$ cat src/rtl/color_pkg.sv
`default_nettype none
// color_pkg -- color type, channel bit positions and fader states shared by the lighting pipeline. Rev 1.0
package color_pkg;
  localparam int CH_W = 8;
  localparam int R_HI = 23;
  localparam int R_LO = 16;
  localparam int G_HI = 15;
  localparam int G_LO = 8;
  localparam int B_HI = 7;
  localparam int B_LO = 0;

  typedef logic [23:0] color_t;

  typedef enum logic [0:0] {
    FADER_IDLE = 1'b0,
    FADER_FADE = 1'b1
  } fader_state_e;
endpackage
`default_nettype wire

$ cat src/rtl/channel_ramp.sv
`default_nettype none
// channel_ramp -- one bounded step of an 8-bit channel toward its target, saturating at the target. Rev 1.0
module channel_ramp
  import color_pkg::*;
#(
  parameter int STEP_SIZE = 1
) (
  input  logic [CH_W-1:0] cur,
  input  logic [CH_W-1:0] tgt,
  output logic [CH_W-1:0] next_val,
  output logic            equal
);

  localparam logic [CH_W-1:0] STEP = CH_W'(STEP_SIZE);

  logic [CH_W-1:0] up_gap;
  logic [CH_W-1:0] dn_gap;

  assign up_gap = tgt - cur;
  assign dn_gap = cur - tgt;

  // Only move by STEP when the remaining gap exceeds it, so the sum never wraps.
  always_comb begin
    next_val = tgt;
    if (tgt > cur) begin
      if (up_gap > STEP) next_val = cur + STEP;
    end else if (dn_gap > STEP) begin
      next_val = cur - STEP;
    end
  end

  assign equal = (next_val == tgt);

endmodule
`default_nettype wire

$ cat src/rtl/color_fader.sv
`default_nettype none
// color_fader -- ramps a registered 24-bit color toward a loaded target, one bounded step
// per channel every STEP_CYCLES clocks; busy while fading, one-cycle done on completion. Rev 1.0
module color_fader
  import color_pkg::*;
#(
  parameter int          STEP_CYCLES = 1000,
  parameter int          STEP_SIZE   = 1,
  parameter logic [23:0] RESET_COLOR = 24'h000000
) (
  input  logic        clk_i,
  input  logic        rst_i,
  input  logic [23:0] target_i,
  input  logic        load_i,
  output logic [23:0] color_o,
  output logic        busy_o,
  output logic        done_o
);

  localparam int             PW   = $clog2(STEP_CYCLES);
  localparam logic [PW-1:0]  LAST = PW'(STEP_CYCLES - 1);

  fader_state_e  state;
  fader_state_e  state_n;
  logic [PW-1:0] presc;
  logic [PW-1:0] presc_n;
  color_t        tgt;
  color_t        tgt_n;
  color_t        color_n;
  color_t        step_color;
  logic          done_n;
  logic          r_eq;
  logic          g_eq;
  logic          b_eq;
  logic          step_now;
  logic          all_eq;

  channel_ramp #(.STEP_SIZE(STEP_SIZE)) u_ramp_r (
    .cur      (color_o[R_HI:R_LO]),
    .tgt      (tgt[R_HI:R_LO]),
    .next_val (step_color[R_HI:R_LO]),
    .equal    (r_eq)
  );

  channel_ramp #(.STEP_SIZE(STEP_SIZE)) u_ramp_g (
    .cur      (color_o[G_HI:G_LO]),
    .tgt      (tgt[G_HI:G_LO]),
    .next_val (step_color[G_HI:G_LO]),
    .equal    (g_eq)
  );

  channel_ramp #(.STEP_SIZE(STEP_SIZE)) u_ramp_b (
    .cur      (color_o[B_HI:B_LO]),
    .tgt      (tgt[B_HI:B_LO]),
    .next_val (step_color[B_HI:B_LO]),
    .equal    (b_eq)
  );

  assign step_now = (presc == LAST);
  assign all_eq   = r_eq & g_eq & b_eq;
  assign busy_o   = (state == FADER_FADE);

  always_ff @(posedge clk_i) begin
    if (rst_i) begin
      state   <= FADER_IDLE;
      presc   <= '0;
      tgt     <= RESET_COLOR;
      color_o <= RESET_COLOR;
      done_o  <= 1'b0;
    end else begin
      state   <= state_n;
      presc   <= presc_n;
      tgt     <= tgt_n;
      color_o <= color_n;
      done_o  <= done_n;
    end
  end

  always_comb begin
    state_n = state;
    presc_n = presc;
    tgt_n   = tgt;
    color_n = color_o;
    done_n  = 1'b0;
    case (state)
      FADER_IDLE: begin
        if (load_i) begin
          tgt_n = target_i;
          if (target_i == color_o) begin
            done_n = 1'b1;
          end else begin
            state_n = FADER_FADE;
            presc_n = '0;
          end
        end
      end
      FADER_FADE: begin
        presc_n = step_now ? '0 : presc + 1'b1;
        if (step_now) color_n = step_color;
        // A retarget landing on a step edge lets that step use the old target;
        // completion is then judged against the new target on the next step.
        if (load_i) begin
          tgt_n = target_i;
          if (!step_now && (target_i == color_o)) begin
            state_n = FADER_IDLE;
            done_n  = 1'b1;
          end
        end else if (step_now && all_eq) begin
          state_n = FADER_IDLE;
          done_n  = 1'b1;
        end
      end
      default: state_n = FADER_IDLE;
    endcase
  end

endmodule
`default_nettype wire

$ cat config.mk
export PLATFORM = sky130hd
export DESIGN_NAME = color_fader
export DESIGN_NICKNAME = d
export VERILOG_FILES = /design/src/rtl/color_pkg.sv /design/src/rtl/channel_ramp.sv /design/src/rtl/color_fader.sv
export SDC_FILE = /design/constraint.sdc
export NUM_CORES = 1
export LEC_CHECK = 0
export ABC_AREA = 1
export CAP_MARGIN = 20
export CORE_UTILIZATION = 40
export DETAILED_ROUTE_END_ITERATION = 16
export PLACE_DENSITY = 0.58
export SETUP_SLACK_MARGIN = 0.3
export SYNTH_ARGS = -nofsm -noshare
export SYNTH_HDL_FRONTEND = slang
export SYNTH_SLANG_ARGS = --single-unit
export TNS_END_PERCENT = 100
$ cat constraint.sdc
create_clock -name clk_i -period 3 [get_ports clk_i]
set_input_delay 0.6 -clock clk_i [delete_from_list [all_inputs] [get_ports clk_i]]
set_output_delay 0.6 -clock clk_i [all_outputs]
set_load 0.02 [all_outputs]
==> impl_metrics.yaml <==
floorplanning:
  io_pins: 53
  dieArea_um2: 18900
  num_rows: 49
  core_um2: 18000
  initial_core_util_pct: 40.8
  die_h_um: 137
  dieWidth_um: 137
sta:
  hold_violations: 0
  rsz0062_at_grt: "yes"
  maxSlewHeadroom_pct: 61.4
  drv_slew: 0
  finClkSkew_ps: 11.8
  hold_ws_ps: 462
  tightestPinTransition_ps: 576
  min_period_ps: 2910
  finalSetupViolations: 0
  max_freq_mhz: 343
  finalCritPeriodShare_pct: 97.1
routing:
  firstDrtPassIters: 7
  met1Wirelength_um: 11700
  num_vias: 8443
  avgViaCountPerCell: 5.27
  routedWlPerCell_um: 15.5
  detail_route.iter0.violations: 633
  wirelength_um: 24900
  top_layer: "met4"
  wl_met2_um: 11400
  dr_wl_met3_um: 1410
  drc: 0
  antenna_left: 0
yosys:
  synthXorXnorAreaFrac_pct: 6.68
  synth_fp_nets: 1307
  yosys.area_share.simple_pct: 42.2
  synth_top_area_share_pct: 16.6
  yosysTopAreaCell: "nand2_1"
  synthFlopType: "dfxtp_1"
  synth_warnings: 0
  synth_cells: 1222
  async_flop_share_pct: 0
  syn-cell-area_um2: 7340
  synth_edf_count: 0
  synth_cell_type_count: 42
  muxShareOfSynthArea_pct: 0
  yosys_register_bits: 60
  synth_area_leaders: "nand2_1 17%, dfxtp_1 16%, nand3_1 14%"
  ys_seq_area_share_pct: 16.4
  synthTopCellsByCount: "325 x nand2_1, 205 x nand3_1, 172 x inv_1"
  synth.most_common_cell: "nand2_1"
  synth_top_family_by_area: "simple AND/OR/NAND/NOR gates"
  synth_area_per_cell_um2: 6.00
  synth_compound_area_share_pct: 11.4
  synthAdderAreaFrac_pct: 10.5
clock_network:
  cts_root_buf: "clkbuf_16"
  clkSinkCount: 60
  htree_levels: 3
  clk_path_buf_depth: 2
  hold_buffers: 0
  insertion_delay_ps: 350
  cts_tree: "done"
  numCtsBuffers: 9
  cts.clk_slew.worst_paths_ps: 60
setup_path:
  cp_slowest_stage_delay_ps: 540
  cp.depth: 19
  path_common_cell: "nand2_2"
  start_kind: "register"
  cp.arrival_ps: 3190
  r2r_cells: 19
  path_buf_inv: 1
  crit_chain: "inv_4 > ha_4 > fa_2 > nand2_2 > a21oi_2 > nand3_2 > nor2_4 > nand2_4 > nand2_2 > nand3_2 > nand3_2 > nand2_2 > nor2_1 > nand2_1 > nor2_1 > nand3_1 > nand2_1 > nand2_2 > a21oi_2"
  criticalPathCategory: "reg -> reg"
  critPathCaptureType: "register"
  crit_slowest_cell: "fa_2"
  crit_family: "simple AND/OR/NAND/NOR gates"
  required_ps: 3280
  critPathMaxFanout: 7
power_and_ir_drop:
  internal_power_uw: 2080
  power_frac_clock_pct: 33.5
  seqPwrFrac_pct: 25.2
  finalPower_uw: 3390
  ir_worst_vdd_mv: 0.294
  p_switching_uw: 1310
  combPwrFrac_pct: 41.3
  p_per_area_nw_per_um2: 339
  leakage_uw: 0.00482
  switching_share_pct: 38.7
grt:
  grt_max_degree: 40
  grt.overflow.total: 0
  antenna_found_initial: 0
  grt_pass1_vias: 7667
  grt_pass1_wl_um: 39200
  gr-usage-all-layers_pct: 26.7
finish:
  utilization_pct: 55.7
  final_nets: 1454
  syn2layout_area_growth_pct: 36.5
  antenna_cells: 0
  layout-drive-gt1-share_pct: 28.8
  fin_cells: 1603
  fill_cells: 1752
hold_path:
  hold_class: "reg -> reg"
  holdPathStages: 2
run:
  drv_cap: 0
placement:
  io_buffer_count: 52
  placed_cells: 1543
  gp_congestion: 0.929
  hpwlAfterDp_um: 17900
status:
  outcome: "completed"
## metrics by stage
stage	worst slack [ps]	cell area [µm²]	setup TNS, ps
floorplan	301	7430	0
global placement	-41.1	8590	-69.6
detailed placement	-30.0	8590	-51.7
CTS	138	9310	0
global route	-77.9	10000	-153
finish	87.3	10000	0
## power by group through the flow
stage | combinational (µW) | sequential (µW) | clock, µW
3_5_place_dp | 1120 | 866 | 0
3_3_place_gp | 1120 | 866 | 0
5_1_grt | 1540 | 856 | 1180
2_1_floorplan | 784 | 859 | 0
4_1_cts | 1220 | 849 | 1150
6_report | 1400 | 854 | 1140
## routing by layer
metal | vias to the layer above | GRT usage, %
met5 | - | 0
met2 | 281 | 42.4
met1 | 3878 | 36.6
met4 | 0 | 8.12
li1 | 4243 | -
met3 | 41 | 4.27
## timing repair
item	4_1_cts	5_1_grt
pin swaps	38	85
endpoints found under the setup margin	2	13
resized for setup	60	144
buffers inserted	18	19
cloned	6	1
## worst paths after layout
path                                 from                     to  slack, ps
hold / removal      presc[5]$_SDFFE_PP0P_  presc[5]$_SDFFE_PP0P_        460
setup reg to reg  color_o[8]$_SDFFE_PP0P_      done_o$_SDFF_PP0_         90
hold reg to reg     presc[5]$_SDFFE_PP0P_  presc[5]$_SDFFE_PP0P_        460
setup / recovery  color_o[8]$_SDFFE_PP0P_      done_o$_SDFF_PP0_         90
## cell families after synthesis
family          Yosys count
simple gates            670
fa+ha+maj                58
buf+inv                 224
compound gates          154
xor+xnor                 56
flops                    60
## layout by cell type, fill, tap and decap left out, drive strengths merged
cell / netlist / layout
nand2: 351 / 353
bufinv: 0 / 1
a21oi: 78 / 78
clkbuf: 18 / 11
o211ai: 7 / 7
nand3: 213 / 213
clkdlybuf4s50: 0 / 52
a31oi: 1 / 1
buf: 21 / 118
o21ai: 62 / 62
nor2: 66 / 69
inv: 184 / 184
a21o: 2 / 2
xor2: 37 / 37
o22ai: 1 / 1
dfxtp: 60 / 60
clkinvlp: 0 / 4
or2: 3 / 3
and2: 1 / 1
clkinv: 1 / 1
nor3: 16 / 16
nor4: 3 / 3
ha: 52 / 52
fa: 6 / 6
xnor2: 19 / 19
a221oi: 2 / 2
a211oi: 1 / 1
nand4: 16 / 16
nand3b: 1 / 1
## area by class of cell
class	count	area [µm²]	share of cell area [%]
inverters	185	703	7.02
well taps	229	287	2.86
flip-flops and latches	60	1260	12.6
clock buffers	11	264	2.64
multi-input cells	943	5940	59.3
clock inverters	5	57.6	0.575
repair buffers	170	1500	15.0
## tightest hold or removal path: stages (launching register included)
cell and delay, ps:
dfxtp_1 300, nand2_1 60, a21oi_1 50
## registers in the layout, summed over array words and instances (netlist names)
register  flops
done_o        1
presc        10
busy_o        1
tgt          24
color_o      24
(Power assumes the default switching activity.)
